**config.mk**
```make
export PLATFORM = sky130hd
export DESIGN_NAME = multi_word_adder_ctrl
export DESIGN_NICKNAME = d
export VERILOG_FILES = /design/src/rtl/multi_word_adder_ctrl.sv
export SDC_FILE = /design/constraint.sdc
export NUM_CORES = 1
export LEC_CHECK = 0
export BUFFER_PORTS_ARGS = -buffer_cell sky130_fd_sc_hd__buf_2
export CORE_ASPECT_RATIO = 1.75
export CORE_UTILIZATION = 55
export DETAILED_ROUTE_END_ITERATION = 10
export GPL_TIMING_DRIVEN = 1
export MAX_ROUTING_LAYER = met4
export PLACE_DENSITY = 0.9
export SLEW_MARGIN = 0
export SYNTH_ARGS = -nofsm -noshare
export SYNTH_HDL_FRONTEND = slang
export SYNTH_HIERARCHICAL = 1
export SYNTH_SLANG_ARGS = --single-unit
```
**constraint.sdc**
```tcl
create_clock -name clk -period 3.87 [get_ports clk]
set_input_delay 0.774 -clock clk [delete_from_list [all_inputs] [get_ports clk]]
set_output_delay 0.774 -clock clk [all_outputs]
set_load 0.05 [all_outputs]
```
**src/rtl/multi_word_adder_ctrl.sv**
```systemverilog
// Wide add/subtract sequencer: one N-bit adder is reused over WORDS clocks,
// least-significant word first, with the carry chained through a register.
module multi_bit_full_adder #(
  parameter int N = 8
) (
  input  logic [N-1:0] a_i,
  input  logic [N-1:0] b_i,
  input  logic         carry_i,
  output logic [N-1:0] sum_o,
  output logic         carry_o
);
  assign {carry_o, sum_o} = {1'b0, a_i} + {1'b0, b_i} + {{N{1'b0}}, carry_i};
endmodule

// Handshakes: a transfer happens on a rising edge where valid and ready are
// both high; valid is held until then. Input side: in_valid/in_ready (ready
// only in IDLE). Output side: out_valid/out_ready (valid only in DONE).
module multi_word_adder_ctrl #(
  parameter int N     = 8,
  parameter int WORDS = 4
) (
  input  logic               clk,
  input  logic               rst_n,
  input  logic               in_valid,
  output logic               in_ready,
  input  logic [N*WORDS-1:0] in_a,
  input  logic [N*WORDS-1:0] in_b,
  input  logic               in_sub,
  input  logic               in_carry,
  output logic               out_valid,
  input  logic               out_ready,
  output logic [N*WORDS-1:0] out_sum,
  output logic               out_carry,
  output logic               out_overflow,
  output logic [1:0]         dbg_state_o
);
  localparam int W  = N * WORDS;
  localparam int KW = $clog2(WORDS);

  typedef enum logic [1:0] {IDLE = 2'd0, RUN = 2'd1, DONE = 2'd2} state_e;

  state_e          state_q, state_d;
  logic [KW-1:0]   k_q, k_d;
  logic [W-1:0]    a_q, a_d, b_q, b_d, sum_q, sum_d;
  logic            carry_q, carry_d, cout_q, cout_d, ovf_q, ovf_d;
  logic [N-1:0]    a_w, b_w, s_w;
  logic            c_w;

  always_comb begin
    a_w = '0;
    b_w = '0;
    for (int i = 0; i < WORDS; i++) begin
      if (k_q == KW'(i)) begin
        a_w = a_q[i*N +: N];
        b_w = b_q[i*N +: N];
      end
    end
  end

  multi_bit_full_adder #(.N(N)) u_adder (
    .a_i     (a_w),
    .b_i     (b_w),
    .carry_i (carry_q),
    .sum_o   (s_w),
    .carry_o (c_w)
  );

  always_comb begin
    state_d = state_q;
    k_d     = k_q;
    a_d     = a_q;
    b_d     = b_q;
    sum_d   = sum_q;
    carry_d = carry_q;
    cout_d  = cout_q;
    ovf_d   = ovf_q;
    case (state_q)
      IDLE: begin
        if (in_valid) begin
          a_d     = in_a;
          b_d     = in_sub ? ~in_b : in_b;
          carry_d = in_sub | in_carry;
          k_d     = '0;
          state_d = RUN;
        end
      end
      RUN: begin
        for (int i = 0; i < WORDS; i++) begin
          if (k_q == KW'(i)) sum_d[i*N +: N] = s_w;
        end
        carry_d = c_w;
        if (k_q == KW'(WORDS - 1)) begin
          cout_d  = c_w;
          // signed overflow: like-signed operands produced an opposite-signed sum
          ovf_d   = (a_w[N-1] == b_w[N-1]) & (s_w[N-1] != a_w[N-1]);
          state_d = DONE;
        end else begin
          k_d = k_q + KW'(1);
        end
      end
      DONE: begin
        if (out_ready) state_d = IDLE;
      end
      default: state_d = IDLE;
    endcase
  end

  always_ff @(posedge clk or negedge rst_n) begin
    if (!rst_n) begin
      state_q <= IDLE;
      k_q     <= '0;
      a_q     <= '0;
      b_q     <= '0;
      sum_q   <= '0;
      carry_q <= 1'b0;
      cout_q  <= 1'b0;
      ovf_q   <= 1'b0;
    end else begin
      state_q <= state_d;
      k_q     <= k_d;
      a_q     <= a_d;
      b_q     <= b_d;
      sum_q   <= sum_d;
      carry_q <= carry_d;
      cout_q  <= cout_d;
      ovf_q   <= ovf_d;
    end
  end

  assign in_ready     = (state_q == IDLE);
  assign out_valid    = (state_q == DONE);
  assign out_sum      = sum_q;
  assign out_carry    = cout_q;
  assign out_overflow = ovf_q;
  assign dbg_state_o  = state_q;
endmodule

```
# Word-level counts from Yosys, hierarchy flattened
# Index checks and enable logic that the tools add are counted.
dict set report op_classes {
  addsub 3
  n_eq_ne 11
  muxes 18
  n_bitwise 3
  reduce_logical 11
}
# op n
set op_table {}
lappend op_table {{8-bit 2-to-1 mux} 8}
lappend op_table {{32-bit 2-to-1 mux} 1}
lappend op_table {{32-bit inverter} 1}
lappend op_table {{2-bit AND reduction} 6}
lappend op_table {{2-bit 2-to-1 mux} 5}
lappend op_table {{8-bit by 8-bit adder with 9-bit output} 1}
lappend op_table {{9-bit by 1-bit adder with 9-bit output} 1}
lappend op_table {{2-bit == test, second input constant} 3}
lappend op_table {{2-bit != test, second input constant} 3}
lappend op_table {{2-bit one-hot mux with 3 select lines} 1}
lappend op_table {{3-bit AND reduction} 2}
lappend op_table {{2-bit by 1-bit == test with 1-bit output, second input constant} 2}
lappend op_table {{2-bit logical NOT} 2}
lappend op_table {{2-bit one-hot mux with 2 select lines} 1}
lappend op_table {{2-bit by 1-bit adder with 2-bit output, second input constant} 1}
lappend op_table {{2-bit by 1-bit != test with 1-bit output, second input constant} 1}
lappend op_table {{1-bit one-hot mux with 2 select lines} 1}
lappend op_table {{2-bit nonzero test} 1}
lappend op_table {{1-bit bitwise AND} 1}
lappend op_table {{1-bit == test} 1}
lappend op_table {{1-bit 2-to-1 mux} 1}
lappend op_table {{1-bit != test} 1}
lappend op_table {{1-bit OR} 1}
dict set report word_totals {
  register_bits 103
  in_bits 70
  out_inout_bits 38
  elab_cells 57
}

# Depth between registers and ports, before layout
dict set report logic_depth {
  ltp_word 9
  depth_mapped 15
}

# Cells and area by module
# Netlist, hierarchy kept.
# module instances cells_each area_each_um2 seq_area_each_um2
set by_module_without_submodules {}
lappend by_module_without_submodules {multi_word_adder_ctrl 1 396 4700.8 2577.5}
lappend by_module_without_submodules {multi_bit_full_adder 1 40 331.6 0.0}

# Worst setup path before layout
# No wires, ideal clock.
dict set report synth_path {
  path_type {flip-flop to flip-flop}
  startpoint {register k_q[1]}
  endpoint {register sum_q[28], in the netlist out_sum[28]}
  arrival_time_ns 2.946
  required_ns 3.745
  setup_slack_ns 0.798
  path_stages_with_launch 14
  path_buffers 2
  synth_period_minus_slack_ns 3.072
  cell_sequence {dfrtp_1 -> inv_1 -> ha_1 -> buf_2 -> nor2b_2 -> buf_4 -> a221oi_1 -> o31ai_1 -> fa_1 -> fa_1 -> a21oi_1 -> o21bai_1 -> xor2_1 -> mux2_4}
}
dict set report synth_via {
  elab_chain_len 7
  word_cells_on_any_way 15
  classes_between {2 x add/sub; 3 x eq/ne; 8 x mux; 2 x reduce/logical}
}
# element line_no
set synth_rtl {}
lappend synth_rtl {{start, declared} 43} ;# logic [KW-1:0] k_q, k_d;
lappend synth_rtl {{start signal, assigned} 120} ;# k_q <= k_d;
lappend synth_rtl {{2-bit logical NOT} 53} ;# if (k_q == KW'(i)) begin
lappend synth_rtl {{8-bit 2-to-1 mux (3 in series)} 53}
lappend synth_rtl {{8-bit 2-to-1 mux (*)} 53}
lappend synth_rtl {{named net a_w[0]} 46} ;# logic [N-1:0] a_w, b_w, s_w;
lappend synth_rtl {{8-bit by 8-bit adder with 9-bit output (*)} 12} ;# assign {carry_o, sum_o} = {1'b0, a_i} + {1'b0, b_i} + {{N{1'b0}}, carry_i};
lappend synth_rtl {{9-bit by 1-bit adder with 9-bit output (*)} 12}
lappend synth_rtl {{named net s_w[4]} 46}
lappend synth_rtl {{end signal, assigned} 123} ;# sum_q <= sum_d;
lappend synth_rtl {{end, declared} 44} ;# logic [W-1:0] a_q, a_d, b_q, b_d, sum_q, sum_d;
# The timed path passes the listed nets; every way through them passes the cells marked *.
# A chain may end at the register's enable or synchronous reset.

# Worst setup path in the final report
dict set report layout_path {
  startpoint {register k_q[0]}
  endpoint {register ovf_q, in the netlist out_overflow}
}
dict set report layout_via {
  elab_chain_len 9
  word_cells_on_any_way 18
  classes_between {2 x add/sub; 5 x eq/ne; 8 x mux; 1 x bitwise; 2 x reduce/logical}
}
# element line_no
set layout_rtl {}
lappend layout_rtl {{2-bit logical NOT} 53}
lappend layout_rtl {{8-bit 2-to-1 mux (3 in series)} 53}
lappend layout_rtl {{8-bit 2-to-1 mux (*)} 53}
lappend layout_rtl {{named net a_w[2]} 46}
lappend layout_rtl {{8-bit by 8-bit adder with 9-bit output (*)} 12}
lappend layout_rtl {{9-bit by 1-bit adder with 9-bit output (*)} 12}
lappend layout_rtl {{named net s_w[7]} 46}
lappend layout_rtl {{1-bit != test (*)} 95} ;# ovf_d = (a_w[N-1] == b_w[N-1]) & (s_w[N-1] != a_w[N-1]);
lappend layout_rtl {{1-bit bitwise AND (*)} 95}
lappend layout_rtl {{end signal, assigned} 126} ;# ovf_q <= ovf_d;
lappend layout_rtl {{end, declared} 45} ;# logic carry_q, carry_d, cout_q, cout_d, ovf_q, ovf_d;
# Marks and branches as above.

==> flow_summary.json <==
{
  "outcome": "complete, no violations",
  "use_met3_pct": 3.92,
  "hold_class": "reg -> reg",
  "critPathArrivalTime_ns": 3.93,
  "placementRows": 45,
  "async_reset_ff_share_pct": 100,
  "drv_slew": 0,
  "io_pins": 108,
  "synth_common_cells": "dfrtp_1 (103), mux2_2 (47), a21oi_1 (40)",
  "netlist_area_sq_um": 5030,
  "endpoint": "out_overflow",
  "cts_setup_buffers": 0,
  "hold_viol_final": 0,
  "maxSlewHeadroom_pct": 28.9,
  "antenna_found_initial": 0,
  "tritoncts": "yes",
  "core_sq_um": 8780,
  "tns_ns": 0,
  "rsz0062_at_grt": "no",
  "layout-drive-gt1-share_pct": 35.2,
  "top_usage_layer": "met2",
  "clk_latency_ns": 0.35,
  "r2r.worst_path.cells": 12,
  "cts_buffers": 9,
  "worstSetupEndpointType": "flop",
  "post_cts_resized": 0,
  "yosys-top-cells-area": "dfrtp_1 (51%), mux2_2 (11%), xnor2_1 (5.9%)",
  "cp_max_fo": 33,
  "yosys.cell_count.top_type": "dfrtp_1",
  "fp.dieArea_sq_um": 9550,
  "final_nets": 614,
  "crit_start": "k_q[0]",
  "drt.antenna.violating_nets": 0,
  "die_width_um": 74.3,
  "clock_path_buffers": 2,
  "required_ns": 4.14,
  "antennaDiodeCount": 0,
  "first_pass_iters": 4,
  "clk_pin_slew_ns": 0.07,
  "drc": 0,
  "syn_nets": 519,
  "synth-edff-count": 0,
  "gr-usage-met1_pct": 29.6,
  "criticalPathCategory": "reg -> reg",
  "r2r-end": "out_overflow",
  "min_from": "a_q[20]",
  "grt_pass1_vias": 3605,
  "yosysSeqAreaShare_pct": 51.2,
  "clock.fmax_mhz": 273,
  "met2_usage_pct": 42.5,
  "cts_hold_buf": 0,
  "min_period_ns": 3.66,
  "portBuffers": 107,
  "yosys_warnings": 6,
  "start_kind": "flop",
  "cts_num_sinks": 103,
  "grt_pass1_wl_mm": 17.6,
  "ys.flop_type": "dfrtp_1",
  "setup_viol": 0,
  "min_path_cells": 1,
  "synth_area_leader_cell": "dfrtp_1",
  "synth_cells": 436,
  "synth_top_area_share_pct": 51.2,
  "drv_cap": 0,
  "grt_usage_pct": 25.8,
  "drt_wl_total_mm": 11.1,
  "worstMarginPinSlew_ns": 1.07,
  "root_buffer": "clkbuf_16",
  "reg2reg_from": "k_q[0]",
  "vias_per_cell": 5.63,
  "syn_area_per_cell_sq_um": 11.5,
  "htreeDepth": 3,
  "ys_ff_latch": 103,
  "syn_to_final_growth_pct": 16.2,
  "drt_iter0_markers": 232,
  "post-dp-hpwl_mm": 8.23,
  "start_util_pct": 57.3,
  "fillers": 669,
  "vias": 3663,
  "clock_skew_ns": 0.00624,
  "grt_max_degree": 100,
  "ff2ff_setup_slack_ns": 0.21,
  "grt_overflow": 0,
  "timing.final.crit_share_pct": 94.5,
  "ys_types": 42,
  "die_y_um": 129,
  "place_congestion": 0.988,
  "avgRoutedWirePerCell_um": 17.0
}
-- logic make-up after synthesis --
kind of cell    share of synthesized area (%)
flops                                    51.2
simple gates                             9.08
compound gates                           11.7
mux                                      14.3
xor+xnor                                 6.27
buf+inv                                  3.93
fa+ha+maj                                3.53
-- critical path: stages, from the launching register on --
cell and delay [ns]:
dfrtp_1 0.42, inv_1 0.11, ha_1 0.85, a221oi_1 0.13, o31ai_1 0.40, ha_1 0.36
a21oi_1 0.26, a21o_1 0.22, nand4_1 0.13, o211ai_1 0.11, inv_1 0.11, or3_1 0.35
a21oi_1 0.13
-- routing by layer --
layer / up-vias / share of wire [%]
li1: 1711 / -
met1: 1797 / 40
met2: 121 / 52
met3: 34 / 3.6
met4: 0 / 4.1
met5: - / 0
-- how the worst min path moves through the flow --
| stage | to | slack [ns] |
|---|---|---|
| 3_5_place_dp | a_q[23] | 0.48 |
| 4_1_cts | a_q[20] | 0.50 |
| 6_report | a_q[20] | 0.50 |
| 3_3_place_gp | out_sum[31] | 0.47 |
| 2_1_floorplan | a_q[30] | 0.46 |
| 5_1_grt | out_sum[10] | 0.52 |
-- cell usage in the layout (no fill, tap or decap), drive strengths merged, types with 3 or more instances in the layout --
master  count
nand3b      3
ha         11
a21oi      41
nor2       35
clkbuf     11
xnor2      34
inv         9
buf       112
o21ai      10
o31ai      14
a221oi     14
nor2b      18
nand2      29
mux2       62
dfrtp     103
-- state kept, by name, summed over array words and instances (netlist names) --
name / cells
k_q: 2
out_sum: 32
out_overflow: 1
b_q: 32
out_carry: 1
a_q: 32
carry_q: 1
dbg_state_o: 2
-- metrics by stage --
stage                     hold WS, ns  util, %  instances  cell area [sq um]  setup slack, ns
after floorplan                 0.458        -        436               5030            0.798
after global placement          0.468     63.7        637               5590            0.562
after detailed placement        0.481     63.7        637               5590            0.331
after CTS                       0.499     66.6        651               5850            0.285
after global routing            0.516     66.6        651               5850           0.0113
final                           0.499     66.6        651               5850            0.212
-- cell type report --
cell class | instances | area, sq um | share of cell area, %
Clock buffer | 11 | 233 | 3.98
Clock inverter | 3 | 21.3 | 0.364
Inverter | 8 | 30.0 | 0.514
Multi-Input combinational cell | 297 | 2260 | 38.7
Sequential cell | 103 | 2580 | 44.1
Tap cell | 117 | 146 | 2.50
Timing Repair Buffer | 112 | 576 | 9.85
Power is not shown: default switching activity piles up to over one toggle a cycle in this logic, so the estimate is an artifact.
